### src/rtl/slow_dac_ctrl.sv
// slow_dac_ctrl
// Sequencer and arbiter in front of the slow DAC serializer. Two requesters
// write 16-bit codes into a 4-channel shadow bank through a round-robin
// arbiter. The shadow bank is copied to dac_data only at frame boundaries,
// so the serializer never sees a frame with torn data.
//
// Ports:
//   clk, resetn          system clock, asynchronous active-low reset
//   enable               run request for the DAC frame loop
//   cfg_cmd[3:0]         DAC command nibble, captured at commit
//   a_req/a_chan/a_data  requester A write (hold a_req until a_ack)
//   a_ack                one-cycle accept pulse for requester A
//   b_*                  requester B, identical to A
//   dac_data[63:0]       serializer data, channel c in bits [16c+15:16c]
//   dac_cmd[3:0]         serializer command
//   dac_valid            serializer valid (high while running)
//   commit               one-cycle pulse when the shadow bank is committed
//   pending[3:0]         per channel: shadow differs from last commit
//   busy                 high while in RUN
module slow_dac_ctrl #(
    parameter int CLK_DIV = 3
) (
    input  logic        clk,
    input  logic        resetn,
    input  logic        enable,
    input  logic [3:0]  cfg_cmd,
    input  logic        a_req,
    input  logic [1:0]  a_chan,
    input  logic [15:0] a_data,
    output logic        a_ack,
    input  logic        b_req,
    input  logic [1:0]  b_chan,
    input  logic [15:0] b_data,
    output logic        b_ack,
    output logic [63:0] dac_data,
    output logic [3:0]  dac_cmd,
    output logic        dac_valid,
    output logic        commit,
    output logic [3:0]  pending,
    output logic        busy
);

    localparam int CW = 7 + CLK_DIV;
    localparam logic [CW-1:0] FRAME_LAST = {CW{1'b1}};
    localparam logic [CW-1:0] FRAME_ONE  = {{(CW-1){1'b0}}, 1'b1};

    typedef enum logic [0:0] {
        ST_IDLE = 1'b0,
        ST_RUN  = 1'b1
    } state_t;

    state_t        state_r, state_nxt_s;
    logic [CW-1:0] frame_cnt_r, frame_nxt_s;
    logic          ptr_r, ptr_nxt_s;          // 0: A has priority, 1: B
    logic [15:0]   shadow_r [4];
    logic          a_ack_r, b_ack_r;
    logic [63:0]   dac_data_r;
    logic [3:0]    dac_cmd_r;
    logic          dac_valid_r, commit_r, busy_r;
    logic [3:0]    pending_r, pend_nxt_s;

    logic          elig_a_s, elig_b_s, grant_a_s, grant_b_s, wr_en_s;
    logic [1:0]    wr_chan_s;
    logic [15:0]   wr_data_s;
    logic          commit_s;

    // Round-robin arbiter: a requester whose ack is high this cycle sits out.
    always_comb begin
        elig_a_s  = a_req & ~a_ack_r;
        elig_b_s  = b_req & ~b_ack_r;
        grant_a_s = elig_a_s & (~elig_b_s | ~ptr_r);
        grant_b_s = elig_b_s & (~elig_a_s | ptr_r);
        wr_en_s   = grant_a_s | grant_b_s;
        wr_chan_s = 2'd0;
        wr_data_s = 16'h0000;
        ptr_nxt_s = ptr_r;
        if (grant_a_s) begin
            wr_chan_s = a_chan;
            wr_data_s = a_data;
            ptr_nxt_s = 1'b1;
        end else if (grant_b_s) begin
            wr_chan_s = b_chan;
            wr_data_s = b_data;
            ptr_nxt_s = 1'b0;
        end else begin
            ptr_nxt_s = ptr_r;
        end
    end

    // Frame sequencer next-state: commit on start and at the last frame cycle.
    always_comb begin
        state_nxt_s = state_r;
        frame_nxt_s = frame_cnt_r;
        commit_s    = 1'b0;
        case (state_r)
            ST_IDLE: begin
                frame_nxt_s = {CW{1'b0}};
                if (enable) begin
                    commit_s    = 1'b1;
                    state_nxt_s = ST_RUN;
                end else begin
                    state_nxt_s = ST_IDLE;
                end
            end
            ST_RUN: begin
                if (frame_cnt_r == FRAME_LAST) begin
                    frame_nxt_s = {CW{1'b0}};
                    if (enable) begin
                        commit_s    = 1'b1;
                        state_nxt_s = ST_RUN;
                    end else begin
                        state_nxt_s = ST_IDLE;
                    end
                end else begin
                    frame_nxt_s = frame_cnt_r + FRAME_ONE;
                end
            end
            default: begin
                state_nxt_s = ST_IDLE;
                frame_nxt_s = {CW{1'b0}};
            end
        endcase
    end

    // Pending flags: commit clears, a same-cycle write sets (set wins).
    always_comb begin
        if (commit_s) begin
            pend_nxt_s = 4'b0000;
        end else begin
            pend_nxt_s = pending_r;
        end
        if (wr_en_s) begin
            pend_nxt_s[wr_chan_s] = 1'b1;
        end else begin
            pend_nxt_s = pend_nxt_s;
        end
    end

    // State and frame counter registers.
    always_ff @(posedge clk or negedge resetn) begin
        if (!resetn) begin
            state_r     <= ST_IDLE;
            frame_cnt_r <= {CW{1'b0}};
        end else begin
            state_r     <= state_nxt_s;
            frame_cnt_r <= frame_nxt_s;
        end
    end

    // Shadow bank write port; commit reads the pre-write contents.
    always_ff @(posedge clk or negedge resetn) begin
        if (!resetn) begin
            for (int i = 0; i < 4; i++) shadow_r[i] <= 16'h0000;
        end else if (wr_en_s) begin
            shadow_r[wr_chan_s] <= wr_data_s;
        end
    end

    // Registered outputs: acks, pointer, pending, commit and the DAC word.
    always_ff @(posedge clk or negedge resetn) begin
        if (!resetn) begin
            ptr_r       <= 1'b0;
            a_ack_r     <= 1'b0;
            b_ack_r     <= 1'b0;
            pending_r   <= 4'b0000;
            commit_r    <= 1'b0;
            dac_valid_r <= 1'b0;
            busy_r      <= 1'b0;
            dac_data_r  <= 64'h0;
            dac_cmd_r   <= 4'h0;
        end else begin
            ptr_r       <= ptr_nxt_s;
            a_ack_r     <= grant_a_s;
            b_ack_r     <= grant_b_s;
            pending_r   <= pend_nxt_s;
            commit_r    <= commit_s;
            dac_valid_r <= (state_nxt_s == ST_RUN);
            busy_r      <= (state_nxt_s == ST_RUN);
            if (commit_s) begin
                dac_data_r <= {shadow_r[3], shadow_r[2], shadow_r[1], shadow_r[0]};
                dac_cmd_r  <= cfg_cmd;
            end
        end
    end

    assign a_ack     = a_ack_r;
    assign b_ack     = b_ack_r;
    assign pending   = pending_r;
    assign commit    = commit_r;
    assign dac_valid = dac_valid_r;
    assign busy      = busy_r;
    assign dac_data  = dac_data_r;
    assign dac_cmd   = dac_cmd_r;

endmodule

### config.mk
export PLATFORM = sky130hd
export DESIGN_NAME = slow_dac_ctrl
export DESIGN_NICKNAME = d
export VERILOG_FILES = /design/src/rtl/slow_dac_ctrl.sv
export SDC_FILE = /design/constraint.sdc
export NUM_CORES = 1
export LEC_CHECK = 0
export BUFFER_PORTS_ARGS = -buffer_cell sky130_fd_sc_hd__buf_2
export CAP_MARGIN = 20
export CORE_MARGIN = 5
export CORE_UTILIZATION = 55
export DETAILED_ROUTE_END_ITERATION = 10
export HOLD_SLACK_MARGIN = 0.05
export PLACE_DENSITY_LB_ADDON = 0.2
export SLEW_MARGIN = 20
export SYNTH_ARGS = -nofsm -noshare
export SYNTH_HDL_FRONTEND = slang
export SYNTH_SLANG_ARGS = --single-unit
### constraint.sdc
create_clock -name clk -period 2.8 [get_ports clk]
set_clock_uncertainty 0.05 [all_clocks]
set_input_delay 0.56 -clock clk [delete_from_list [all_inputs] [get_ports clk]]
set_output_delay 0.56 -clock clk [all_outputs]
set_load 0.1 [all_outputs]
# == Yosys cells after proc, flatten, opt, wreduce, memory -nomap -nowiden ==
# Index checks and enable logic that the tools add are counted.
# classes
mul,0
n_mux,20
bitwise_logic,15
order_cmp,4
eq_ne,1
reduce_logical,3
n_div,0
addsub,1
shifts,0
# ops
operator,n
bitwise mux 64 bit,1
2-to-1 mux 16 bit,3
demux 16 bit (select 2 bit),1
case mux 10 bit (2 select lines),1
adder 10 x 1 -> 10 bit (second input constant),1
equality test 10 bit (second input constant),1
2-to-1 mux 10 bit,1
2-to-1 mux 4 bit,2
2-to-1 mux 1 bit,6
inverter 1 bit,6
AND 1 bit,4
2-to-1 mux 2 bit,2
bitwise OR 4 bit,1
case mux 1 bit (2 select lines),2
greater-or-equal comparator 3 bit (second input constant),1
< comparator 2 x 3 -> 1 bit (second input constant),1
< comparator 3 x 1 -> 1 bit (second input constant),1
inverter 2 -> 3 bit,1
bitwise OR 1 bit,3
demux 1 bit (select 2 bit),1
greater-or-equal comparator 2 x 1 -> 1 bit (second input constant),1
logical AND 1 bit,2
nonzero test 2 bit,1
# word_totals
register_bits,151
input_bits,45
ramBits,0
mem_bits_ro,0
elab_cells,57
mem_count,0
latchBits,0

# == Longest topological paths before layout ==
# logic_depth
depth_word,13
ltp_mapped,7

# == Worst setup path before layout ==
# OpenSTA, ideal clock, no wires.
# synth_path
path_kind,reg-to-reg
start,reg b_ack_r (netlist: b_ack)
end,reg shadow_r[10] in the netlist's numbering
arrival_time_ns,2.217
synth_period_minus_slack_ns,2.392
stages_incl_launch_ff,7
required_ns,2.625
setup_slack_ns,0.408
cell_sequence,dfrtp_1 -> nand2b_1 -> nor2_1 -> buf_6 -> a32oi_4 -> buf_8 -> mux2_4
# synth_via
elab_chain_len,12
# synth_rtl
item,line_no,source
from (decl),56,"logic a_ack_r, b_ack_r;"
from (signal assigned),174,b_ack_r <= grant_b_s;
inverter 1 bit (*),70,elig_b_s = b_req & ~b_ack_r;
AND 1 bit (*),70,
inverter 1 bit,71,grant_a_s = elig_a_s & (~elig_b_s | ~ptr_r);
bitwise OR 1 bit,71,
AND 1 bit,71,
2-to-1 mux 2 bit,77,if (grant_a_s) begin
inverter 2 -> 3 bit (implied by the code),155,shadow_r[wr_chan_s] <= wr_data_s;
greater-or-equal comparator 3 bit (implied by the code) or < comparator 3 x 1 -> 1 bit (tied branches),155,
logical AND 1 bit (implied by the code),155,
2-to-1 mux 16 bit (implied by the code),155,
demux 16 bit (select 2 bit),155,
bitwise mux 64 bit,155,
"to (signal, indexed assignment)",155,
to (decl),55,logic [15:0] shadow_r [4];
# Mark *: on every way between the ends. The rest lies on a longest branch, timed or not.
# A chain may end at the register's enable or synchronous reset.

# == Worst setup path in the final report ==
# layout_path
start,reg frame_cnt_r[0]
end,reg dac_data_r[38] (netlist: dac_data[38])
# layout_via
elab_chain_len,3
# layout_rtl
item,line_no,source
from (decl),53,"logic [CW-1:0] frame_cnt_r, frame_nxt_s;"
from (signal assigned),143,frame_cnt_r <= {CW{1'b0}};
from (signal assigned),146,frame_cnt_r <= frame_nxt_s;
equality test 10 bit,106,if (frame_cnt_r == FRAME_LAST) begin
2-to-1 mux 1 bit,106,
case mux 1 bit (2 select lines),95,case (state_r)
to (signal assigned),180,"dac_data_r <= {shadow_r[3], shadow_r[2], shadow_r[1], shadow_r[0]};"
to (decl),57,logic [63:0] dac_data_r;
# No other way between the ends.

==> reports/summary.md <==
The flow ran to the end, and the final reports show no timing, DRC or antenna violations. The transition time at the pin with the least slew margin works out to 741 ps. The die covers 13200 um2. The worst setup path is captured at a flip-flop.

At the end of routability-driven placement, the weighted congestion stood at 0.790. Of the available clock period, the critical path in the final layout requires 79.4%. Setup violations remaining at the end of the flow were counted as 0.

Core utilization of the finished layout: 68.2%. Clock-pin transition on the worst setup and hold timing paths: 60 ps. Setup repair after global routing left no endpoint under its margin. The average via count per standard cell was 5.38; the global-route wire length before repair was 20.7 mm. For the number of cells produced by synthesis, the log shows 383. The run gives 2 as the clock tree buffer depth. For the total CTS buffers, the log shows 17. Counting the fill cells in the layout gives 776. For the post-layout net count, the log shows 565. Averaged over all synthesized cells, the footprint is 15.8 um2. Number of setup buffers added after CTS: 0. In this run the power density over the cells is 734 nW/um2. The run gives 4.14 mW as the internal power summed over all cells. The area of the placeable core came out at 10800 um2. STA classifies the critical path startpoint as a flip-flop.

The final hold violation count is 0, and the number of sinks on the clock net is 151. The number of remaining DRC errors came out at 0. The tools report the global-route congestion overflow total as 0. For this run, the total global-route usage over all layers was measured as 20.6%.

Traced cell by cell, the critical path runs through ha_1 > and3_1 > a41oi_4 > buf_4 > mux2_1. The signed area change from the synthesized netlist to the final layout is 22.0%. The synthesized design spends more area on one cell type than any other, namely sky130_fd_sc_hd__dfrtp_1. The switching part of the total power was 23.6%. The top flip-flop cell by instance count after synthesis was sky130_fd_sc_hd__dfrtp_1.

Height of the die: 115 um. The net switching component of the power came out at 1.28 mW. TritonCTS built the clock tree. In this run, synthesis produced a sequential element count of 151. The proportion of synthesized flip-flops having asynchronous set or reset is 100%.

After clock tree synthesis, the repair step resized 0 gates. In this run, distinct cell masters in the synthesized netlist total 35. For the worst setup path, the data required time is 3150 ps.

Summed over all cells, the static leakage comes to 4.03 nW. The tools report the number of maximum-capacitance violations as 0. The first detailed-routing pass ran for 4 iterations.

For this configuration, the core starts out at a cell density of 55.9%. The sequential cell area fraction in the yosys report was 62.4%; the average wire length per cell after detail routing was 18.4 um. By area the synthesized netlist is led by sky130_fd_sc_hd__dfrtp_1, sky130_fd_sc_hd__mux2_1, sky130_fd_sc_hd__mux2_2. Final setup TNS: 0 ps. STA puts the critical path data arrival time at 2580 ps. Among all stages on the critical path, the largest delay is contributed by sky130_fd_sc_hd__buf_4. The tools report the master cell of the clock root buffer as sky130_fd_sc_hd__clkbuf_8.

The worst vdd rail ir drop is 495 uV, and the width of the die is 115 um. Once routing completed, OpenROAD measured the worst setup slack at 576 ps. The initial antenna violation count came out at 2. The most used standard cell by instance count after synthesis is sky130_fd_sc_hd__dfrtp_1. OpenSTA, run right after detailed placement, puts the worst setup slack at 564 ps. At the later pin of the worst-skew pair, clock insertion delay measures 530 ps. The routed layout has 3602 vias. The share of synthesized area in the top cell type comes to 62.4%.

Ranked by instance count, the synthesized netlist is headed by sky130_fd_sc_hd__dfrtp_1, sky130_fd_sc_hd__mux2_1, sky130_fd_sc_hd__mux2_2. For the number of levels in the clock H-tree, the log shows 4. The synthesized design contains 0 enable-type register cells. Count of input and output buffers: 121.

The path type of the worst setup path is flip-flop to flip-flop. The count of nets left with antenna violations once routing finished came out at 0. The synthesized netlist occupies a cell area of 6060 um2. The number of nets handed over by synthesis was 429. In this run, the combinational gates consume 12.8% of the power.

The tightest min-delay check is of the input port to flip-flop type. For this run, the number of Yosys warnings is 0. After floorplanning, the core was divided into 38 placement rows.

The top fanout value on the critical path works out to 36. Wires add up to 12.4 mm. The clock network burns 37.8% of the power.

The largest single stage delay on the critical path is 470 ps. Of the cells placed in the final design, the portion with a size suffix greater than 1 is 40.8%. Entering global routing, the biggest net connects 82 pins. The headroom to the max-slew limit came out at 50.6%. The logs give 49.4% for the sequential share of power and 122 for the count of pins on the block boundary.

The first routing iteration left 136 violations. Final hold analysis gives a worst-case slack of 199 ps. The number of global-route vias before repair is 3971, and the maximum clock rate is 0.450 GHz. The number of slew-limit violations in the final report was 0; the final critical path time including I/O delays and setup was 2220 ps. The HPWL reported at the end of detailed placement is 8.41 mm.
[worst max-delay path, delay by kind of cell (launching register included)]
kind / cells / cell delay (ps)
AO/OA/AOI/OAI: 1 / 270
adder cells (fa/ha/maj): 1 / 230
buffers and inverters: 1 / 470
flip-flops: 1 / 400
multiplexers: 1 / 380
AND/OR/NAND/NOR: 1 / 270
[sequential cells by signal, summed over array words and instances (netlist names)]
register	cells
frame_cnt_r	10
dac_cmd	4
a_ack	1
b_ack	1
commit	1
ptr_r	1
busy	1
dac_data	64
shadow_r	64
pending	4
[what timing repair did]
| action | CTS | global route |
|---|---|---|
| hold buffers | 1 | 0 |
| setup endpoints to repair | 0 | 0 |
| endpoints found under the hold margin | 33 | 0 |
[metal layers]
layer  vias up  global-route usage, %  part of all wire [%]
li1       1629                      -                     -
met1      1849                   26.2                    43
met2       100                   32.4                    49
met3        22                   7.00                   6.3
met4         2                   8.69                   1.8
met5         -                      0                  0.11
[cell families (layout without fill, tap and decap cells)]
group,count (synthesis),in the layout,share of synthesized area [%]
compound gates,29,29,4.83
xor+xnor,7,7,1.01
fa+ha+maj,1,1,0.207
buf+inv,25,171,2.75
flops,151,151,62.4
mux,132,132,25.7
other cells,0,1,0
simple gates,38,38,3.16
[path summary, 6_finish.rpt]
check                      cells after the start            from  slack [ps]      endpoint
setup / recovery                               5  frame_cnt_r[0]         580  dac_data[38]
hold / removal                                 2      cfg_cmd[2]         200    dac_cmd[2]
max in group asynchronous                      3          resetn        1470    pending[2]
min in group asynchronous                      2          resetn         580  dac_data[42]
setup reg to reg                               5  frame_cnt_r[0]         580  dac_data[38]
hold reg to reg                                1    shadow_r[58]         430  dac_data[10]
[cell type report]
type / instances / area, um2 / area share [%]
multi-input combinational: 207 / 2120 / 28.7
antenna: 1 / 2.50 / 0.0339
tap: 140 / 175 / 2.37
sequential: 151 / 3780 / 51.1
clock inverter: 4 / 45.0 / 0.609
timing repair buffer: 136 / 764 / 10.3
inverter: 6 / 22.5 / 0.305
clock buffer: 25 / 484 / 6.55
[power groups by stage]
stage | logic, mW | clock network [mW] | registers [mW]
CTS | 0.707 | 2.10 | 2.68
floorplan | 0.468 | 0 | 2.70
detailed placement | 0.700 | 0 | 2.71
global route | 0.757 | 2.20 | 2.72
finish | 0.694 | 2.05 | 2.68
global placement | 0.674 | 0 | 2.69
[per-stage QoR]
step	instance area [um2]	power (mW)	instances
floorplan	6060	3.16	383
global placement	6850	3.36	639
detailed placement	6850	3.41	639
CTS	7390	5.48	669
global route	7390	5.68	670
finish	7390	5.42	670
[cells in the final DEF (no fill, tap or decap), types with 2 or more instances in the layout]
master	count
sky130_fd_sc_hd__mux2_4	18
sky130_fd_sc_hd__inv_1	6
sky130_fd_sc_hd__buf_4	11
sky130_fd_sc_hd__nand2b_1	3
sky130_fd_sc_hd__clkbuf_8	5
sky130_fd_sc_hd__clkbuf_1	4
sky130_fd_sc_hd__clkbuf_16	16
sky130_fd_sc_hd__buf_12	3
sky130_fd_sc_hd__and2_1	2
sky130_fd_sc_hd__nand3_1	3
sky130_fd_sc_hd__buf_2	120
sky130_fd_sc_hd__xor2_1	3
sky130_fd_sc_hd__mux2_1	84
sky130_fd_sc_hd__nand2_1	7
sky130_fd_sc_hd__a21o_1	3
sky130_fd_sc_hd__nor2_1	13
sky130_fd_sc_hd__nor2b_1	3
sky130_fd_sc_hd__a22o_1	17
sky130_fd_sc_hd__dfrtp_1	151
sky130_fd_sc_hd__mux2_2	30
sky130_fd_sc_hd__xnor2_1	4
sky130_fd_sc_hd__clkinv_2	3
No activity file was read; power rests on OpenSTA's default activity.
